File: src/rtl/tdm_pkg.sv
// Shared definitions for the TDM link: channel count, slot-index type and
// the receive framer state encoding.
package tdm_pkg;

  localparam int NCH   = 8;
  localparam int SEL_W = 3;

  typedef logic [SEL_W-1:0] slot_t;

  typedef enum logic {
    HUNT,
    LOCKED
  } state_t;

endpackage

File: src/rtl/tdm_slot_ctr.sv
// Enable-gated wrap-around slot counter with synchronous clear and
// load-to-1; usable on both the transmit and receive ends of the link.
module tdm_slot_ctr
  import tdm_pkg::*;
(
  input  logic  clk,
  input  logic  rst,
  input  logic  inc,
  input  logic  load1,
  input  logic  clr,
  output slot_t slot
);

  // Clear beats load; load beats increment.
  always_ff @(posedge clk or posedge rst) begin
    if (rst) begin
      slot <= '0;
    end else if (clr) begin
      slot <= '0;
    end else if (load1) begin
      slot <= slot_t'(1);
    end else if (inc) begin
      slot <= slot + slot_t'(1);
    end
  end

endmodule

File: src/rtl/tdm_demux8.sv
// 8-channel TDM receive demultiplexer: locks to the frame-sync marker,
// gathers one bit per slot and emits a registered parallel word per frame.
module tdm_demux8
  import tdm_pkg::*;
#(
  parameter int MISS_MAX = 2
) (
  input  logic             clk,
  input  logic             rst,
  input  logic             en,
  input  logic             sync,
  input  logic             din,
  output logic [NCH-1:0]   dout,
  output logic             valid,
  output logic [SEL_W-1:0] slot,
  output logic             locked,
  output logic             err
);

  localparam int    MISS_W    = $clog2(MISS_MAX + 1);
  localparam slot_t LAST_SLOT = slot_t'(NCH - 1);

  state_t            state_q, state_d;
  logic [NCH-1:0]    frame_buf_q, frame_buf_d;
  logic [NCH-1:0]    dout_q, dout_d;
  logic              valid_q, valid_d;
  logic              err_q, err_d;
  logic              nosync_q, nosync_d;
  logic [MISS_W-1:0] miss_q, miss_d;
  logic              ctr_inc, ctr_load1, ctr_clr;
  slot_t             slot_q;

  tdm_slot_ctr u_slot_ctr (
    .clk   (clk),
    .rst   (rst),
    .inc   (ctr_inc),
    .load1 (ctr_load1),
    .clr   (ctr_clr),
    .slot  (slot_q)
  );

  always_comb begin
    state_d     = state_q;
    frame_buf_d = frame_buf_q;
    dout_d      = dout_q;
    valid_d     = 1'b0;
    err_d       = 1'b0;
    nosync_d    = nosync_q;
    miss_d      = miss_q;
    ctr_inc     = 1'b0;
    ctr_load1   = 1'b0;
    ctr_clr     = 1'b0;

    if (en) begin
      case (state_q)
        HUNT: begin
          if (sync) begin
            state_d        = LOCKED;
            frame_buf_d    = '0;
            frame_buf_d[0] = din;
            ctr_load1      = 1'b1;
            miss_d         = '0;
            nosync_d       = 1'b0;
          end
        end
        LOCKED: begin
          if (sync && (slot_q != '0)) begin
            // Misplaced marker: abort the partial frame and restart at slot 1.
            err_d          = 1'b1;
            frame_buf_d    = '0;
            frame_buf_d[0] = din;
            ctr_load1      = 1'b1;
            miss_d         = '0;
            nosync_d       = 1'b0;
          end else begin
            frame_buf_d[slot_q] = din;
            ctr_inc             = 1'b1;
            if (slot_q == '0) begin
              nosync_d = ~sync;
              if (sync) begin
                miss_d = '0;
              end
            end
            if (slot_q == LAST_SLOT) begin
              dout_d  = {din, frame_buf_q[NCH-2:0]};
              valid_d = 1'b1;
              // Flywheel frames are delivered, but too many in a row drop lock.
              if (nosync_q) begin
                if ((int'(miss_q) + 1) >= MISS_MAX) begin
                  state_d = HUNT;
                  ctr_clr = 1'b1;
                  miss_d  = '0;
                end else begin
                  miss_d = miss_q + MISS_W'(1);
                end
              end
            end
          end
        end
        default: begin
          state_d = HUNT;
        end
      endcase
    end
  end

  always_ff @(posedge clk or posedge rst) begin
    if (rst) begin
      state_q     <= HUNT;
      frame_buf_q <= '0;
      dout_q      <= '0;
      valid_q     <= 1'b0;
      err_q       <= 1'b0;
      nosync_q    <= 1'b0;
      miss_q      <= '0;
    end else begin
      state_q     <= state_d;
      frame_buf_q <= frame_buf_d;
      dout_q      <= dout_d;
      valid_q     <= valid_d;
      err_q       <= err_d;
      nosync_q    <= nosync_d;
      miss_q      <= miss_d;
    end
  end

  assign dout   = dout_q;
  assign valid  = valid_q;
  assign err    = err_q;
  assign slot   = slot_q;
  assign locked = (state_q == LOCKED);

endmodule

File: config.mk
export PLATFORM = sky130hd
export DESIGN_NAME = tdm_demux8
export DESIGN_NICKNAME = d
export VERILOG_FILES = /design/src/rtl/tdm_pkg.sv /design/src/rtl/tdm_slot_ctr.sv /design/src/rtl/tdm_demux8.sv
export SDC_FILE = /design/constraint.sdc
export NUM_CORES = 1
export LEC_CHECK = 0
export BUFFER_PORTS_ARGS = -buffer_cell sky130_fd_sc_hd__buf_2
export CAP_MARGIN = 20
export CORE_ASPECT_RATIO = 1.75
export CORE_MARGIN = 5
export CORE_UTILIZATION = 45
export DETAILED_ROUTE_END_ITERATION = 8
export GPL_ROUTABILITY_DRIVEN = 0
export PLACE_DENSITY = 0.65
export SETUP_SLACK_MARGIN = 0.15
export SYNTH_ARGS = -nofsm -noshare
export SYNTH_HDL_FRONTEND = slang
export SYNTH_SLANG_ARGS = --single-unit
File: constraint.sdc
create_clock -name clk -period 4.3 [get_ports clk]
set_input_delay 0.215 -clock clk [delete_from_list [all_inputs] [get_ports clk]]
set_output_delay 0.215 -clock clk [all_outputs]
set_load 0.02 [all_outputs]
==> results.json <==
{
  "nets": 132,
  "cts_resized": 0,
  "start_util_pct": 46.8,
  "seq_power_share_pct": 44.8,
  "hp-class": "in2async",
  "p_per_area_nw_per_um2": 536,
  "syn2layout_area_growth_pct": 10.9,
  "track_usage_pct": 13.5,
  "arrival_ns": 2.14,
  "p_comb_share_pct": 35.3,
  "hold_viol": 0,
  "grt_overflow_total": 0,
  "status": "finished clean",
  "clk_latency_ns": 0.26,
  "worstPathRequired_ns": 4.45,
  "antenna_found_initial": 0,
  "cts_buffers": 3,
  "place.detailed.hpwl_um": 1850,
  "ys_seq_area_share_pct": 47.7,
  "grt_start_max_net_pins": 25,
  "fillers": 240,
  "antenna_left": 0,
  "p_clk_share_pct": 19.9,
  "ir_drop_mv": 0.351,
  "ys.warnings.count": 0,
  "grt_pass1_vias": 881,
  "avgSynthCellArea_sq_um": 12.1,
  "rows": 25,
  "firstDrtPassIters": 4,
  "syn_inst": 104,
  "internal_power_w": 0.000465,
  "cp-end-kind": "flip-flop",
  "setup_tns_ns": 0,
  "maxSlewViolCount": 0,
  "core_sq_um": 2690,
  "crit_type": "reg2reg",
  "grt_pass1_wl_um": 4300,
  "cpMaxStageDelayCell": "dfrtp_1",
  "ys_types": 36,
  "clock-root-buffer": "clkbuf_8",
  "fp.dieH_um": 80.0,
  "cpMostUsedCell": "ha_1",
  "h-tree-depth": 1,
  "final_cells": 148,
  "p_sw_w": 0.000284,
  "rsz0062_at_grt": "no",
  "synth_area_leader_cell": "dfrtp_1",
  "p_leak_nw": 0.678,
  "num_vias": 866,
  "synth-edff-count": 0,
  "post-route-period-util_pct": 46.3,
  "ios": 19,
  "synthesis.nets": 114,
  "dp_slack_ns": 2.38,
  "slowest_delay_ns": 0.55,
  "yosysTopAreaCellShare_pct": 47.7,
  "final_util_pct": 51.9,
  "finClkSkew_ns": 0.00691,
  "maxSlewHeadroom_pct": 38.7,
  "start_kind": "flip-flop",
  "clkTransAtPathRegs_ns": 0.08,
  "finalSetupViolCount": 0,
  "drt-initial-drc-count": 26,
  "dieArea_sq_um": 4000,
  "wirelength_um": 2510,
  "cts_tree": "done",
  "cts_buffer_depth": 2,
  "synthTopCellsByArea": "dfrtp_1, mux2_2, ha_1",
  "fin_crit_ns": 1.99,
  "max_cap_viol_count": 0,
  "synthArstFlopShare_pct": 100,
  "dieWidth_um": 50.0,
  "netlist_area_sq_um": 1260,
  "dp_cells": 144,
  "route.detailed.drc": 0,
  "crit_fanout": 10,
  "synth_ff_type": "dfrtp_1",
  "ys_seq_elements": 24,
  "n_antenna_cell": 0,
  "cts_hold_buffers": 0,
  "port_buffers": 18,
  "swShare_pct": 37.9,
  "wl_per_cell_um": 17.0,
  "cts_sinks": 24,
  "drive_gt1_share_pct": 32.2,
  "fmax_ghz": 0.503,
  "vias_per_cell": 5.85,
  "worst_slew_pin_slew_ns": 0.919,
  "post-cts-setup-buffers": 0,
  "path_cells": "ha_1, ha_1, nand3_4, a21oi_4, mux2_2",
  "setup_slack_ns": 2.31
}
## sequential cells by signal (all words and copies together) (netlist names)
| name | flops |
|---|---|
| dout | 8 |
| nosync_q | 1 |
| err | 1 |
| valid | 1 |
| u_slot_ctr.slot | 3 |
| frame_buf_q | 7 |
| locked | 1 |
| miss_q | 2 |
## worst max-delay path, delay by kind of cell, from the launching register on
family | cells | cell delay [ns]
adder cells (fa/ha/maj) | 2 | 0.55
AND/OR/NAND/NOR | 1 | 0.11
AO/OA/AOI/OAI | 1 | 0.29
flip-flops | 1 | 0.55
multiplexers | 1 | 0.37
## path summary, 6_finish.rpt
path                                         start        endpoint  slack, ns  cells after the start
max in group asynchronous                      rst        nosync_q       3.59                      2
min in group clk                               din  frame_buf_q[0]       0.21                      2
worst max register to register  u_slot_ctr.slot[0]         dout[0]       2.31                      5
worst min-delay path                           rst         dout[4]       0.14                      2
worst min register to register      frame_buf_q[0]  frame_buf_q[0]       0.49                      1
worst max-delay path            u_slot_ctr.slot[0]         dout[0]       2.31                      5
## layer usage
metal / track usage [%] / wire [um] / vias up
li1: - / - / 414
met4: 4.99 / 40 / 0
met1: 15.6 / 1010 / 430
met3: 1.31 / 71 / 4
met5: 0 / 0 / -
met2: 24.7 / 1380 / 18
## cell type report
type	instances	area (sq um)	share of cell area, %
flip-flops and latches	24	601	43.0
multi-input cells	67	587	42.0
repair buffers	18	90.1	6.45
clock buffers	4	55.1	3.94
well taps	27	33.8	2.42
inverters	8	30.0	2.15
## stage by stage
stage               power, W  hold slack (ns)  cell area (sq um)
floorplan           0.000536            0.230               1260
CTS                 0.000758            0.171               1400
finish              0.000749            0.142               1400
global placement    0.000599            0.443               1340
detailed placement  0.000605            0.455               1340
global route        0.000800            0.223               1400
## power groups by stage
stage          Clock [W]  Combinational, W  Sequential, W
2_1_floorplan          0          0.000182       0.000355
3_3_place_gp           0          0.000262       0.000337
3_5_place_dp           0          0.000265       0.000340
4_1_cts         0.000154          0.000268       0.000335
5_1_grt         0.000165          0.000291       0.000344
6_report        0.000149          0.000264       0.000336
## synthesized netlist by cell type (2+ instances only)
| cell type | n |
|---|---|
| nor3_1 | 4 |
| o31ai_1 | 3 |
| buf_4 | 2 |
| nand2b_1 | 2 |
| buf_6 | 2 |
| nor2_1 | 3 |
| ha_1 | 5 |
| and3b_1 | 2 |
| o211ai_1 | 2 |
| mux2_2 | 8 |
| o221ai_1 | 3 |
| a211oi_1 | 2 |
| mux2i_1 | 5 |
| a21oi_1 | 3 |
| dfrtp_1 | 24 |
| inv_1 | 8 |
| o21ai_0 | 5 |
| nand2_1 | 3 |
## cell usage in the layout, fill, tap and decap left out, drive strengths merged
cell type | synthesis | final
o31ai | 3 | 3
a211oi | 2 | 2
o211ai | 2 | 2
nand4 | 1 | 1
inv | 8 | 8
o221ai | 3 | 3
or2 | 1 | 1
a311oi | 1 | 1
buf | 4 | 18
and3b | 2 | 2
and2b | 1 | 1
nor2 | 3 | 3
nand2b | 3 | 3
ha | 5 | 5
clkbuf | 1 | 4
nor3 | 4 | 4
o32ai | 2 | 2
nand3 | 1 | 1
o21ai | 6 | 6
mux2i | 5 | 5
a32o | 1 | 1
a221oi | 1 | 1
a31o | 1 | 1
a22o | 1 | 1
a21oi | 4 | 4
mux2 | 9 | 9
nand2 | 4 | 4
dfrtp | 24 | 24
and3 | 1 | 1
## cell families (layout without fill, tap and decap cells)
| kind of cell | Yosys count | in the layout | synth area share [%] |
|---|---|---|---|
| buffers and inverters | 13 | 30 | 5.67 |
| AO/OA/AOI/OAI | 27 | 27 | 17.6 |
| multiplexers | 14 | 14 | 12.0 |
| adder cells (fa/ha/maj) | 5 | 5 | 4.97 |
| flip-flops | 24 | 24 | 47.7 |
| AND/OR/NAND/NOR | 21 | 21 | 12.0 |
(Power assumes the default switching activity.)
